===== src/rtl/fetch_prefetch.sv =====
// fetch_prefetch: instruction fetch stage with a DEPTH-entry prefetch queue
// between a 1-cycle-latency instruction memory and decode.
module fetch_prefetch #(
    parameter int unsigned ADDR_W   = 16,
    parameter int unsigned DEPTH    = 4,
    parameter logic [31:0] RESET_PC = 32'h0000_0000
) (
    input  logic              clk,
    input  logic              rstn,
    input  logic              redirect,
    input  logic [31:0]       redirect_pc,
    output logic              out_valid,
    input  logic              out_ready,
    output logic [31:0]       pc,
    output logic [31:0]       command,
    output logic [4:0]        jr_reg,
    output logic              inst_en,
    output logic [ADDR_W-1:0] inst_addr,
    input  logic [31:0]       inst_data
);
    localparam int unsigned PW = $clog2(DEPTH);
    localparam int unsigned CW = PW + 1;

    logic [31:0]   fpc_q, fpc_d;
    logic [31:0]   ifl_pc_q, ifl_pc_d;
    logic          ifl_v_q, ifl_v_d;
    logic [PW-1:0] rptr_q, rptr_d, wptr_q, wptr_d;
    logic [CW-1:0] count_q, count_d;
    logic [31:0]   pc_mem_q  [DEPTH];
    logic [31:0]   cmd_mem_q [DEPTH];
    logic          pop, push;
    logic [CW:0]   occ;

    always_comb begin
        out_valid = count_q != '0;
        pop       = out_valid & out_ready;
        push      = ifl_v_q & ~redirect;
        // Occupancy after this cycle's pop, counting the word still in flight
        occ       = (CW+1)'(count_q) + (CW+1)'(ifl_v_q) - (CW+1)'(pop);
        inst_en   = rstn & ~redirect & (occ < (CW+1)'(DEPTH));
        inst_addr = fpc_q[ADDR_W+1:2];
        pc        = out_valid ? pc_mem_q[rptr_q] : '0;
        command   = out_valid ? cmd_mem_q[rptr_q] : '0;
        jr_reg    = command[25:21];
        fpc_d     = redirect ? {redirect_pc[31:2], 2'b00} : inst_en ? fpc_q + 32'd4 : fpc_q;
        ifl_v_d   = inst_en;
        ifl_pc_d  = inst_en ? fpc_q : ifl_pc_q;
        count_d   = redirect ? '0 : count_q + CW'(push) - CW'(pop);
        rptr_d    = redirect ? '0 : rptr_q + PW'(pop);
        wptr_d    = redirect ? '0 : wptr_q + PW'(push);
    end

    always_ff @(posedge clk or negedge rstn) begin
        if (!rstn) begin
            fpc_q    <= RESET_PC;
            ifl_pc_q <= '0;
            ifl_v_q  <= 1'b0;
            rptr_q   <= '0;
            wptr_q   <= '0;
            count_q  <= '0;
        end else begin
            fpc_q    <= fpc_d;
            ifl_pc_q <= ifl_pc_d;
            ifl_v_q  <= ifl_v_d;
            rptr_q   <= rptr_d;
            wptr_q   <= wptr_d;
            count_q  <= count_d;
        end
    end

    always_ff @(posedge clk) begin
        if (push) begin
            pc_mem_q[wptr_q]  <= ifl_pc_q;
            cmd_mem_q[wptr_q] <= inst_data;
        end
    end

    a_occupancy: assert property (@(posedge clk) disable iff (!rstn)
        ((CW+1)'(count_q) + (CW+1)'(ifl_v_q)) <= (CW+1)'(DEPTH));
    a_no_push_full: assert property (@(posedge clk) disable iff (!rstn)
        push |-> (count_q != CW'(DEPTH)) || pop);
    a_no_pop_empty: assert property (@(posedge clk) disable iff (!rstn)
        pop |-> count_q != '0);
endmodule

===== config.mk =====
export PLATFORM = sky130hd
export DESIGN_NAME = fetch_prefetch
export DESIGN_NICKNAME = d
export VERILOG_FILES = /design/src/rtl/fetch_prefetch.sv
export SDC_FILE = /design/constraint.sdc
export NUM_CORES = 1
export LEC_CHECK = 0
export ABC_AREA = 0
export CELL_PAD_IN_SITES_DETAIL_PLACEMENT = 2
export CELL_PAD_IN_SITES_GLOBAL_PLACEMENT = 2
export CORE_UTILIZATION = 32
export CTS_BUF_LIST = sky130_fd_sc_hd__clkbuf_8
export CTS_CLUSTER_DIAMETER = 100
export DETAILED_ROUTE_END_ITERATION = 12
export PLACE_DENSITY_LB_ADDON = 0.2
export SKIP_LAST_GASP = 1
export SYNTH_ARGS = -nofsm -noshare
export SYNTH_HDL_FRONTEND = slang
export SYNTH_SLANG_ARGS = --single-unit
export TNS_END_PERCENT = 5

===== constraint.sdc =====
create_clock -name clk -period 12.3 [get_ports clk]
set_clock_uncertainty 0.2 [all_clocks]
set_input_delay 3.69 -clock clk [delete_from_list [all_inputs] [get_ports clk]]
set_output_delay 3.69 -clock clk [all_outputs]
set_load 0.01 [all_outputs]

[Yosys cells after proc, flatten, opt, wreduce, memory -nomap -nowiden]
Memories as Yosys holds them, arrays and structs flattened.
Cells that the tools add are included.
Cells by class
  multiplexer cells: 9
  add/sub/neg operators: 7
  reductions and logical operators: 2
  bitwise logic cells: 5
  order comparisons: 1
Operators by type and width (number)
  2-to-1 mux 32 bit: 4
  adder 32 x 3 -> 32 bit, second input constant: 1
  adder 2 x 1 -> 2 bit: 2
  adder 3 x 1 -> 4 bit: 1
  AND 1 bit: 4
  < comparator 4 x 3 -> 1 bit, second input constant: 1
  2-to-1 mux 2 bit: 2
  subtractor 4 x 1 -> 4 bit: 1
  adder 3 x 1 -> 3 bit: 1
  2-to-1 mux 3 bit: 1
  nonzero test 3 bit: 1
  subtractor 3 x 1 -> 3 bit: 1
  2-to-1 mux 1 bit: 2
  nonzero test 2 bit: 1
  NOT 1 bit: 1
Word-level totals
  memory bits (writable): 256
  flip-flop bits (word level): 72
  memories kept: 2
  logic and storage cells: 32
  output and inout bits: 87
  input port bits: 68
Memories
  cmd_mem_q: words 4, width 32, read ports 1, clocked after memory_dff 0, wr ports 1, RTL line 30  | logic [31:0] cmd_mem_q [DEPTH];
  pc_mem_q: words 4, width 32, read ports 1, clocked after memory_dff 0, wr ports 1, RTL line 29  | logic [31:0] pc_mem_q [DEPTH];

[Logic depth before layout (Yosys ltp)]
Gate-level depths: netlist of the first run.
  word-level depth: 7
  mapped depth: 13
  mapped depth without buffers: 10

[Worst setup path before layout of the first run]
No wires, ideal clock.
  path kind: input to register
  from: input port redirect
  to: memory cmd_mem_q[0][0], enable pin
  stages on the path: 3
  path slack: 2.952 ns
  path buffers: 1
  setup time: 0.571 ns
  data arrival time: 8.577 ns
  cell sequence: nor2b_1 -> clkbuf_1 -> nor3b_1
Between the ends
  cells in the longest elaborated chain, start to end: 4
Ends and longest elaborated chain
  from (decl): RTL line 10  | input logic redirect,
  NOT 1 bit: RTL line 37  | push = ifl_v_q & ~redirect;
  AND 1 bit: RTL line 37
  2-to-1 mux 1 bit: RTL line 72  | if (push) begin
  2-to-1 mux 1 bit (implied by the code): RTL line 74  | cmd_mem_q[wptr_q] <= inst_data;
  to (decl): RTL line 30
Every way passes these cells.

[Worst setup path after layout of the first run]
  from: input port out_ready
  to: output port inst_en
Between the ends
  cells in the longest elaborated chain, start to end: 4
Ends and longest elaborated chain
  from (decl): RTL line 13  | input logic out_ready,
  AND 1 bit: RTL line 36  | pop = out_valid & out_ready;
  subtractor 4 x 1 -> 4 bit: RTL line 39  | occ = (CW+1)'(count_q) + (CW+1)'(ifl_v_q) - (CW+1)'(pop);
  < comparator 4 x 3 -> 1 bit: RTL line 40  | inst_en = rstn & ~redirect & (occ < (CW+1)'(DEPTH));
  AND 1 bit: RTL line 40
  to (decl): RTL line 17  | output logic inst_en,
Every way passes these cells.

==> out/qor.yml, run 1 <==
clock_tree:
  clockBufferDepth: 3
  cts_setup_buffers: 0
  path_clk_slew_ns: 0.06
  hold_buffers: 0
  root_buffer: "clkbuf_8"
  numCtsBuffers: 53
  htreeDepth: 2
  cts_tree: "built"
  cts.sinks: 316
  cts.repair.resized: 0
  clk_latency_ns: 0.59
setup_path:
  start_kind: "input pin"
  cpMostUsedCell: "clkdlybuf4s50_1"
  cp-end-kind: "output port"
  crit_fanout: 43
  path_cells: "clkdlybuf4s50_1 > nand2_1 > inv_1 > nand2b_1 > ha_1 > and4b_1 > a211oi_2 > mux2_4 > nor2_4 > clkdlybuf4s50_1"
  path_class: "in2out"
  required_ns: 8.41
  critical_path.slowest_cell: "clkdlybuf4s50_1"
  max_stage_delay_ns: 0.60
  critPathArrivalTime_ns: 6.56
placed_design:
  gp_congestion: 0.694
  hpwl_um: 18600
  portBuffers: 150
  dpl-instance-area_um2: 14900
  dp.cells: 1372
power:
  cellLeakagePower_nw: 5.24
  vdd_drop_max_mv: 0.0709
  p_per_area_nw_per_um2: 200
global_route:
  grtUsageMet1: 0.204
  grt_pass1_vias: 8013
  grt_usage: 0.157
  use_met2: 0.262
  grt.met3_usage: 0.0356
  busiest_layer: "met2"
  grt_max_degree: 64
  grt_pass1_wl_um: 49000
  grt-ovfl-total: 0
  antenna_found_initial: 3
sta:
  slew-limit-headroom: 0.272
  rsz0062_at_grt: "no"
  hold_viol: 0
  tightestPinTransition_ns: 1.09
  fin_crit_ns: 10.45
  fin_crit_sh: 0.849
  tns_ns: 0
  slew_viol_final: 0
  setup_viol: 0
  max_freq_mhz: 95.7
drt:
  drc: 0
  vias_per_cell: 4.84
  wirelength_um: 31300
  routedWlPerCell_um: 21.3
  num_vias: 7115
  ant_nets: 0
  detail_route.iter0.violations: 226
  drt_first_pass_iters: 4
synthesis:
  netlist_area_um2: 12900
  synth_seq_cells: 316
  syn_area_per_cell_um2: 17.3
  synth-edff-count: 248
  synthDominantCellAreaShare: 0.576
  synthArstFlopShare: 0.215
  ys_seq_area_frac: 0.707
  postSynthCellCount: 746
  synth.distinct_cells: 42
  ys_top_cells_by_area: "edfxtp_1 58%, dfrtp_1 13%, mux4_2 11%, and2_1 3.0%, mux2_2 2.6%"
  ys_warn_count: 0
  ys_top_cells_by_count: "248 x edfxtp_1, 68 x dfrtp_1, 62 x and2_1, 62 x mux4_2, 33 x nor2_1"
  synth_most_common_cell: "edfxtp_1"
  synth_top_area_cell: "edfxtp_1"
  ys.flop_type: "edfxtp_1"
flow_run:
  cap_violations: 0
final_layout:
  area_growth_pct: 22.7
  drive_gt1_frac: 0.193
  seq_area_um2: 9160
  final_area_um2: 15900
  final_cells: 1471
  fill_cells: 3939
  multiInputGateArea_um2: 3450
  nNetsFinal: 977
die:
  io_pins: 155
  num_rows: 73
  die-area_um2: 41200
  die_height_um: 203
  die_width_um: 203
  core-area_um2: 39800
  floorplan.initialDensity: 0.325
min_path:
  holdCritPathClass: "reg2reg"
outcome:
  outcome: "completed"
==> area by class of cell <==
| cell class | instances | area share |
|---|---|---|
| Sequential cell | 316 | 0.577 |
| Multi-Input combinational cell | 360 | 0.217 |
| Timing Repair Buffer | 162 | 0.100 |
| Clock buffer | 55 | 0.0477 |
| Tap cell | 525 | 0.0414 |
| Clock inverter | 43 | 0.0144 |
| Inverter | 9 | 0.00213 |
| Antenna cell | 1 | 0.000158 |
==> per-stage QoR <==
stage               power (mW)  hold WS, ns  utilization  setup slack (ns)
floorplan                 1.94        0.272            -              2.95
global placement          2.33        0.294        0.374              1.88
detailed placement        2.35        0.316        0.374              1.81
CTS                       3.25        0.323        0.398              1.81
global route              3.35        0.351        0.398              1.69
finish                    3.17        0.316        0.399              1.85
==> cells in the final DEF (no fill, tap or decap), types with 12 or more instances in the layout <==
cell type	Yosys	final
nand2_1	18	18
edfxtp_1	248	248
clkdlybuf4s50_1	0	149
mux4_2	62	62
nand3_1	16	16
or3_1	15	14
nor2_1	33	30
clkbuf_8	0	55
or4_1	13	13
inv_1	9	26
dfrtp_1	68	66
clkinv_1	0	16
a31oi_1	23	23
buf_4	25	13
o31ai_1	12	12
mux2_2	30	30
o21ai_0	14	14
and2_1	62	62
==> final timing paths <==
check / startpoint / end / slack (ns) / cells past startpoint
setup / recovery: out_ready / inst_en / 1.85 / 10
hold / removal: ifl_pc_q[13]$_DFFE_PN0P_ / pc_mem_q[2][13]$_DFFE_PP_ / 0.32 / 0
setup reg to reg: count_q[2]$_DFF_PN0_ / ifl_pc_q[13]$_DFFE_PN0P_ / 8.51 / 11
hold reg to reg: ifl_pc_q[13]$_DFFE_PN0P_ / pc_mem_q[2][13]$_DFFE_PP_ / 0.32 / 0
max in group asynchronous: rstn / rptr_q[1]$_DFF_PN0_ / 8.11 / 2
min in group asynchronous: rstn / count_q[2]$_DFF_PN0_ / 2.81 / 1
==> per-layer routing <==
metal | share of wire | wire, um | up-vias
li1 | - | - | 3208
met1 | 0.44 | 13700 | 3693
met2 | 0.49 | 15400 | 159
met3 | 0.049 | 1530 | 51
met4 | 0.019 | 590 | 4
met5 | 0.00077 | 24 | -
==> critical path, delay by kind of cell <==
family | cells | cell delay [ns]
AND/OR/NAND/NOR | 4 | 0.54
AO/OA/AOI/OAI | 1 | 0.33
adder cells (fa/ha/maj) | 1 | 0.28
multiplexers | 1 | 0.51
buffers and inverters | 3 | 1.18
==> flip-flops by register name (all words and copies together) (netlist names) <==
signal     cells
ifl_pc_q      30
pc_mem_q     120
rptr_q         2
wptr_q         2
fpc_q         30
cmd_mem_q    128
ifl_v_q        1
count_q        3
==> power breakdown <==
group          internal, mW  switching, mW  total, mW  leakage, nW
sequential             1.31          0.154       1.47         3.02
clock                 0.456          0.416      0.872        0.563
combinational         0.480          0.352      0.832         1.66
total                  2.25          0.923       3.17         5.24
==> logic make-up after synthesis <==
logic type	after synthesis	synth area share
and+or+nand+nor	192	0.0852
DFF	316	0.707
AOI/OAI and AO/OA	57	0.0291
other	1	0.000290
xor gates and xnor gates	7	0.00474
buffers and inverters	71	0.0295
adders and majority gates	7	0.00735
muxes	95	0.137
Power figures use the tool's default switching activity.
==> run 2: changes to the inputs <==
Clock period 12.3 ns to 10.85 ns, I/O delays scaled along.
==> run 2 against run 1 <==
Compared with the run above:
- cell count increased by 0.27%
- clock power grew 12%
- utilization about the same
- global-route usage is 0.20 points higher
- register-to-register slack worse by 1.5 ns
- via count up 1.3%
- critical path depth is the same
- largest power group unchanged
==> out/qor.yml, run 2 (synthesis gave the netlist of run 1 again) <==
min_path:
  hp-start: "ifl_pc_q[12]$_DFFE_PN0P_"  # was ifl_pc_q[13]$_DFFE_PN0P_
  holdCritPathClass: "reg2reg"  # unchanged
die:
  die_width_um: 203  # unchanged
  num_rows: 73  # unchanged
  floorplan.initialDensity: 0.325  # unchanged
  core-area_um2: 39800  # unchanged
  io_pins: 155  # unchanged
  die-area_um2: 41200  # unchanged
  die_height_um: 203  # unchanged
drt:
  drt_first_pass_iters: 4  # unchanged
  routedWlPerCell_um: 21.6  # was 21.3 um
  ant_nets: 0  # unchanged
  drc: 0  # unchanged
  vias_per_cell: 4.89  # was 4.84
  num_vias: 7208  # was 7115
  detail_route.iter0.violations: 195  # was 226
  wirelength_um: 31800  # was 31300 um
clock_tree:
  numCtsBuffers: 54  # was 53
  hold_buffers: 0  # unchanged
  path_clk_slew_ns: 0.06  # about the same
  cts.repair.resized: 0  # unchanged
  clockBufferDepth: 3  # unchanged
  cts_tree: "built"  # unchanged
  cts.sinks: 316  # unchanged
  root_buffer: "clkbuf_8"  # unchanged
  htreeDepth: 2  # unchanged
  clk_latency_ns: 0.59  # about the same
  cts_setup_buffers: 0  # unchanged
final_layout:
  diodes: 0  # was 1
  nNetsFinal: 980  # was 977
  layout_commonest_cell: "edfxtp_1"  # unchanged
  multiInputGateArea_um2: 3450  # unchanged
  top_register: "cmd_mem_q"  # unchanged
  seq_area_um2: 9160  # unchanged
  drive_gt1_frac: 0.191  # was 0.193
  layout_common_cells: "248 x edfxtp_1, 149 x clkdlybuf4s50_1, 66 x dfrtp_1"  # unchanged
  final_cells: 1475  # was 1471
  largest_register_ffs: 128  # unchanged
  fill_cells: 3940  # was 3939
  top_regs: "cmd_mem_q x128, pc_mem_q x120"  # unchanged
  area_growth_pct: 22.7  # about the same
power:
  cellLeakagePower_nw: 5.28  # was 5.24 nW
  total_power_mw: 3.58  # was 3.17 mW
  p_comb_frac: 0.271  # was 0.262
  internal-power_mw: 2.54  # was 2.25 mW
  clkPwrFrac: 0.272  # was 0.275
  sequentialPowerShare: 0.457  # was 0.462
  p_sw_frac: 0.292  # was 0.291
  vdd_drop_max_mv: 0.0831  # was 0.0709 mV
  switchingPower_mw: 1.04  # was 0.923 mW
  p_per_area_nw_per_um2: 226  # was 200 nW/um2
sta:
  rsz0062_at_grt: "no"  # unchanged
  fin_crit_ns: 9.55
  slew-limit-headroom: 0.381  # was 0.272
  max_freq_mhz: 105
  setup_viol: 0  # unchanged
  hold_viol: 0  # unchanged
  fin_ws_ns: 1.30  # was 1.85 ns
  tightestPinTransition_ns: 0.921  # was 1.09 ns
  fin_crit_sh: 0.880
  slew_viol_final: 0  # unchanged
  tns_ns: 0  # unchanged
  holdWs_ns: 0.315  # was 0.316 ns
setup_path:
  cpMostUsedCell: "clkdlybuf4s50_1"  # unchanged
  r2r-start: "count_q[2]$_DFF_PN0_"  # unchanged
  critPathArrivalTime_ns: 6.10  # was 6.56 ns
  cp.depth: 10  # unchanged
  cp-end-kind: "output port"  # unchanged
  cp_num_buf_inv: 3  # unchanged
  critical-path-top-delay-family: "buffers and inverters"  # unchanged
  path_class: "in2out"  # unchanged
  r2r_cells: 11  # unchanged
  crit_fanout: 43  # unchanged
  cp-endpoint: "inst_en"  # unchanged
  r2r_end: "ifl_pc_q[16]$_DFFE_PN0P_"  # was ifl_pc_q[13]$_DFFE_PN0P_
  path_cells: "clkdlybuf4s50_1 > nand2_1 > inv_1 > nand2b_1 > ha_1 > and4b_1 > a211oi_2 > mux2_4 > nor2_4 > clkdlybuf4s50_1"  # unchanged
  start_kind: "input pin"  # unchanged
  max_stage_delay_ns: 0.56  # was 0.60 ns
  reg2reg_slack_ns: 6.99  # was 8.51 ns
  startpoint: "out_ready"  # unchanged
  required_ns: 7.40  # was 8.41 ns
  critical_path.slowest_cell: "clkdlybuf4s50_1"  # unchanged
global_route:
  antenna_found_initial: 1  # was 3
  grt_pass1_vias: 8023  # was 8013
  grt_pass1_wl_um: 49400  # was 49000 um
  grt_usage: 0.159  # was 0.157
  grt_max_degree: 64  # unchanged
  grt-ovfl-total: 0  # unchanged
placed_design:
  place_ws_ns: 1.27  # was 1.81 ns
  gp_congestion: 0.687  # was 0.694
  portBuffers: 150  # unchanged
  dp.cells: 1374  # was 1372
  hpwl_um: 19100  # was 18600 um
outcome:
  outcome: "completed"  # unchanged
flow_run:
  cap_violations: 0  # unchanged
## run 2: cell count changes in the layout (fill, tap and decap cells not counted)
cell / delta
inv_1: +9
clkinv_1: -3
clkinv_2: -3
buf_4: +2
clkbuf_8: +2
bufinv_16: -1
clkinvlp_4: -1
diode_2: -1
## run 2: per-layer routing
metal,share of wire,global-route usage,vias up
met5,0.00041,0,-
li1,-,-,3222
met1,0.45,0.211,3790
met2,0.49,0.264,149
met4,0.017,0.0440,2
met3,0.037,0.0316,45
## run 2: final cells by class
cell class                      count  share of cell area
Inverter                            9             0.00213
Clock inverter                     44              0.0125
Sequential cell                   316               0.577
Clock buffer                       57              0.0494
Multi-Input combinational cell    360               0.217
Tap cell                          525              0.0414
Timing Repair Buffer              164               0.101
## run 2: power groups by stage
stage | clock, mW | combinational, mW | sequential [mW]
after floorplan | 0 | 0.614 | 1.58
after global routing | 1.07 | 1.05 | 1.67
after detailed placement | 0 | 0.996 | 1.67
after CTS | 1.02 | 0.999 | 1.65
after global placement | 0 | 0.986 | 1.66
final | 0.974 | 0.970 | 1.64
## run 2: worst reg2reg max path, stage by stage (launching register included)
cell      delay (ns)
dfrtp_1         0.44
or3_2           0.49
nand2_1         0.14
inv_1           0.08
nand2b_1        0.08
ha_1            0.23
and4b_1         0.20
a211oi_2        0.32
mux2_4          0.52
nor2_4          0.20
buf_4           0.44
mux2_2          0.42
## run 2: how the worst min path moves through the flow
stage	endpoint	slack (ns)	depth (start not counted)
global route	pc_mem_q[3][5]$_DFFE_PP_	0.34	0
global placement	pc_mem_q[2][10]$_DFFE_PP_	0.29	0
finish	pc_mem_q[2][12]$_DFFE_PP_	0.31	0
CTS	pc_mem_q[3][5]$_DFFE_PP_	0.32	0
detailed placement	pc_mem_q[0][12]$_DFFE_PP_	0.31	0
floorplan	pc_mem_q[0][10]$_DFFE_PP_	0.27	0
## run 2: per-stage QoR
stage / utilization / area, um2
floorplan: - / 12900
global placement: 0.374 / 14900
detailed placement: 0.374 / 14900
CTS: 0.399 / 15900
global route: 0.399 / 15900
finish: 0.399 / 15900
==> run 3: changes to the inputs <==
Clock period 10.85 ns to 9 ns, I/O delays scaled along.
==> run 3 against run 2 <==
Compared with the run above:
- first-iteration DRC count grew 68%
- via count shrank 0.67%
- setup slack lost 0.57 ns
- combinational power grew 20%
- hold slack gained 0.0036 ns
- flip-flop and latch count is the same
- sequential share of layout area shrank 0.063 points
- clock-buffer cell count grew 4
- critical path type unchanged
- critical endpoint unchanged
- largest cell class unchanged
- largest power group unchanged
==> out/qor.yml, run 3 (synthesis gave the netlist of run 1 again) <==
outcome:
  outcome: "completed"  # unchanged
clock_tree:
  cts.sinks: 316  # unchanged
  clockBufferDepth: 3  # unchanged
  root_buffer: "clkbuf_8"  # unchanged
  numCtsBuffers: 55  # was 54
  clk_latency_ns: 0.58  # was 0.59 ns
  htreeDepth: 2  # unchanged
  cts.repair.resized: 0  # unchanged
  hold_buffers: 0  # unchanged
  cts_tree: "built"  # unchanged
  path_clk_slew_ns: 0.06  # about the same
  cts_setup_buffers: 0  # unchanged
final_layout:
  largest_register_ffs: 128  # unchanged
  top_register: "cmd_mem_q"  # unchanged
  nNetsFinal: 981  # was 980
  fill_cells: 3918  # was 3940
  fin_util: 0.399  # about the same
  multiInputGateArea_um2: 3450  # unchanged
  area_growth_pct: 22.9  # was 22.7%
  diodes: 0  # unchanged
  layout_common_cells: "248 x edfxtp_1, 149 x clkdlybuf4s50_1, 66 x dfrtp_1"  # unchanged
  layout_commonest_cell: "edfxtp_1"  # unchanged
  drive_gt1_frac: 0.196  # was 0.191
  seq_area_um2: 9160  # unchanged
  top_regs: "cmd_mem_q x128, pc_mem_q x120"  # unchanged
sta:
  tightestPinTransition_ns: 0.974  # was 0.921 ns
  setup_viol: 0  # unchanged
  slew_viol_final: 0  # unchanged
  fin_crit_sh: 0.919
  max_freq_mhz: 121
  hold_viol: 0  # unchanged
  fin_crit_ns: 8.27
  rsz0062_at_grt: "no"  # unchanged
  slew-limit-headroom: 0.351  # was 0.381
  tns_ns: 0  # unchanged
drt:
  ant_nets: 0  # unchanged
  detail_route.iter0.violations: 327  # was 195
  drc: 0  # unchanged
  vias_per_cell: 4.85  # was 4.89
  wirelength_um: 31800  # about the same
  num_vias: 7160  # was 7208
  drt_first_pass_iters: 4  # unchanged
  routedWlPerCell_um: 21.6  # about the same
die:
  num_rows: 73  # unchanged
  die-area_um2: 41200  # unchanged
  io_pins: 155  # unchanged
  core-area_um2: 39800  # unchanged
  die_width_um: 203  # unchanged
  die_height_um: 203  # unchanged
  floorplan.initialDensity: 0.325  # unchanged
setup_path:
  path_class: "in2out"  # unchanged
  critPathArrivalTime_ns: 5.37  # was 6.10 ns
  cp-end-kind: "output port"  # unchanged
  required_ns: 6.10  # was 7.40 ns
  start_kind: "input pin"  # unchanged
  crit_fanout: 3  # was 43
placed_design:
  hpwl_um: 19000  # was 19100 um
  portBuffers: 150  # unchanged
  gp_congestion: 0.671  # was 0.687
global_route:
  grt_usage: 0.158  # was 0.159
  grt_pass1_wl_um: 49100  # was 49400 um
  grt_max_degree: 67  # was 64
  antenna_found_initial: 1  # unchanged
  grt-ovfl-total: 0  # unchanged
  grt_pass1_vias: 7981  # was 8023
power:
  cellLeakagePower_nw: 5.28  # about the same
  p_per_area_nw_per_um2: 273  # was 226 nW/um2
  vdd_drop_max_mv: 0.0935  # was 0.0831 mV
flow_run:
  cap_violations: 0  # unchanged
min_path:
  holdCritPathClass: "reg2reg"  # unchanged
## run 3: cell count changes in the layout (fill, tap and decap cells not counted), sizes merged
| cell | previous run | this run |
|---|---|---|
| clkinv | 16 | 21 |
| inv | 35 | 29 |
| bufinv | 1 | 0 |
| clkbuf | 57 | 61 |
| clkinvlp | 1 | 0 |
## run 3: stage by stage
| step | instance area [um2] | worst slack [ns] | hold WS (ns) | power, mW | std cells |
|---|---|---|---|---|---|
| 4_1_cts | 15900 | 0.705 | 0.318 | 4.44 | 1476 |
| 6_report | 15900 | 0.730 | 0.318 | 4.33 | 1476 |
| 3_5_place_dp | 14900 | 0.706 | 0.309 | 3.22 | 1374 |
| 5_1_grt | 15900 | 0.617 | 0.337 | 4.58 | 1476 |
| 2_1_floorplan | 12900 | 0.642 | 0.272 | 2.64 | 747 |
| 3_3_place_gp | 14900 | 0.726 | 0.291 | 3.18 | 1374 |
## run 3: final timing paths
kind / startpoint / end / slack [ns] / cells after the start
max in group asynchronous: rstn / rptr_q[0]$_DFF_PN0_ / 5.68 / 2
worst min register to register: ifl_pc_q[23]$_DFFE_PN0P_ / pc_mem_q[3][23]$_DFFE_PP_ / 0.32 / 0
worst max-delay path: out_ready / inst_en / 0.73 / 10
min in group asynchronous: rstn / fpc_q[21]$_DFFE_PN0P_ / 1.73 / 1
worst min-delay path: ifl_pc_q[23]$_DFFE_PN0P_ / pc_mem_q[3][23]$_DFFE_PP_ / 0.32 / 0
worst max register to register: count_q[0]$_DFF_PN0_ / ifl_pc_q[13]$_DFFE_PN0P_ / 5.36 / 11
## run 3: cell type report
class,count,share of cell area
Sequential cell,316,0.576
Inverter,9,0.00212
Clock inverter,41,0.0102
Tap cell,525,0.0413
Clock buffer,61,0.0528
Multi-Input combinational cell,360,0.217
Timing Repair Buffer,164,0.101
## run 3: critical path, stage by stage
cell	delay [ns]
clkdlybuf4s50_1	0.52
nand2_1	0.11
inv_1	0.09
nand2b_1	0.07
ha_1	0.28
and4b_1	0.20
a211oi_2	0.32
mux2_4	0.37
nor2_4	0.14
clkdlybuf4s50_1	0.57
## run 3: power by group
group / internal (mW) / switching [mW]
registers: 1.79 / 0.191
logic: 0.659 / 0.504
clock network: 0.618 / 0.570
## run 3: metal layers
| metal | global-route usage | part of all wire | vias up |
|---|---|---|---|
| met5 | 0 | 0.00025 | - |
| met2 | 0.262 | 0.49 | 152 |
| met1 | 0.212 | 0.45 | 3736 |
| met4 | 0.0432 | 0.020 | 2 |
| li1 | - | - | 3217 |
| met3 | 0.0302 | 0.041 | 53 |
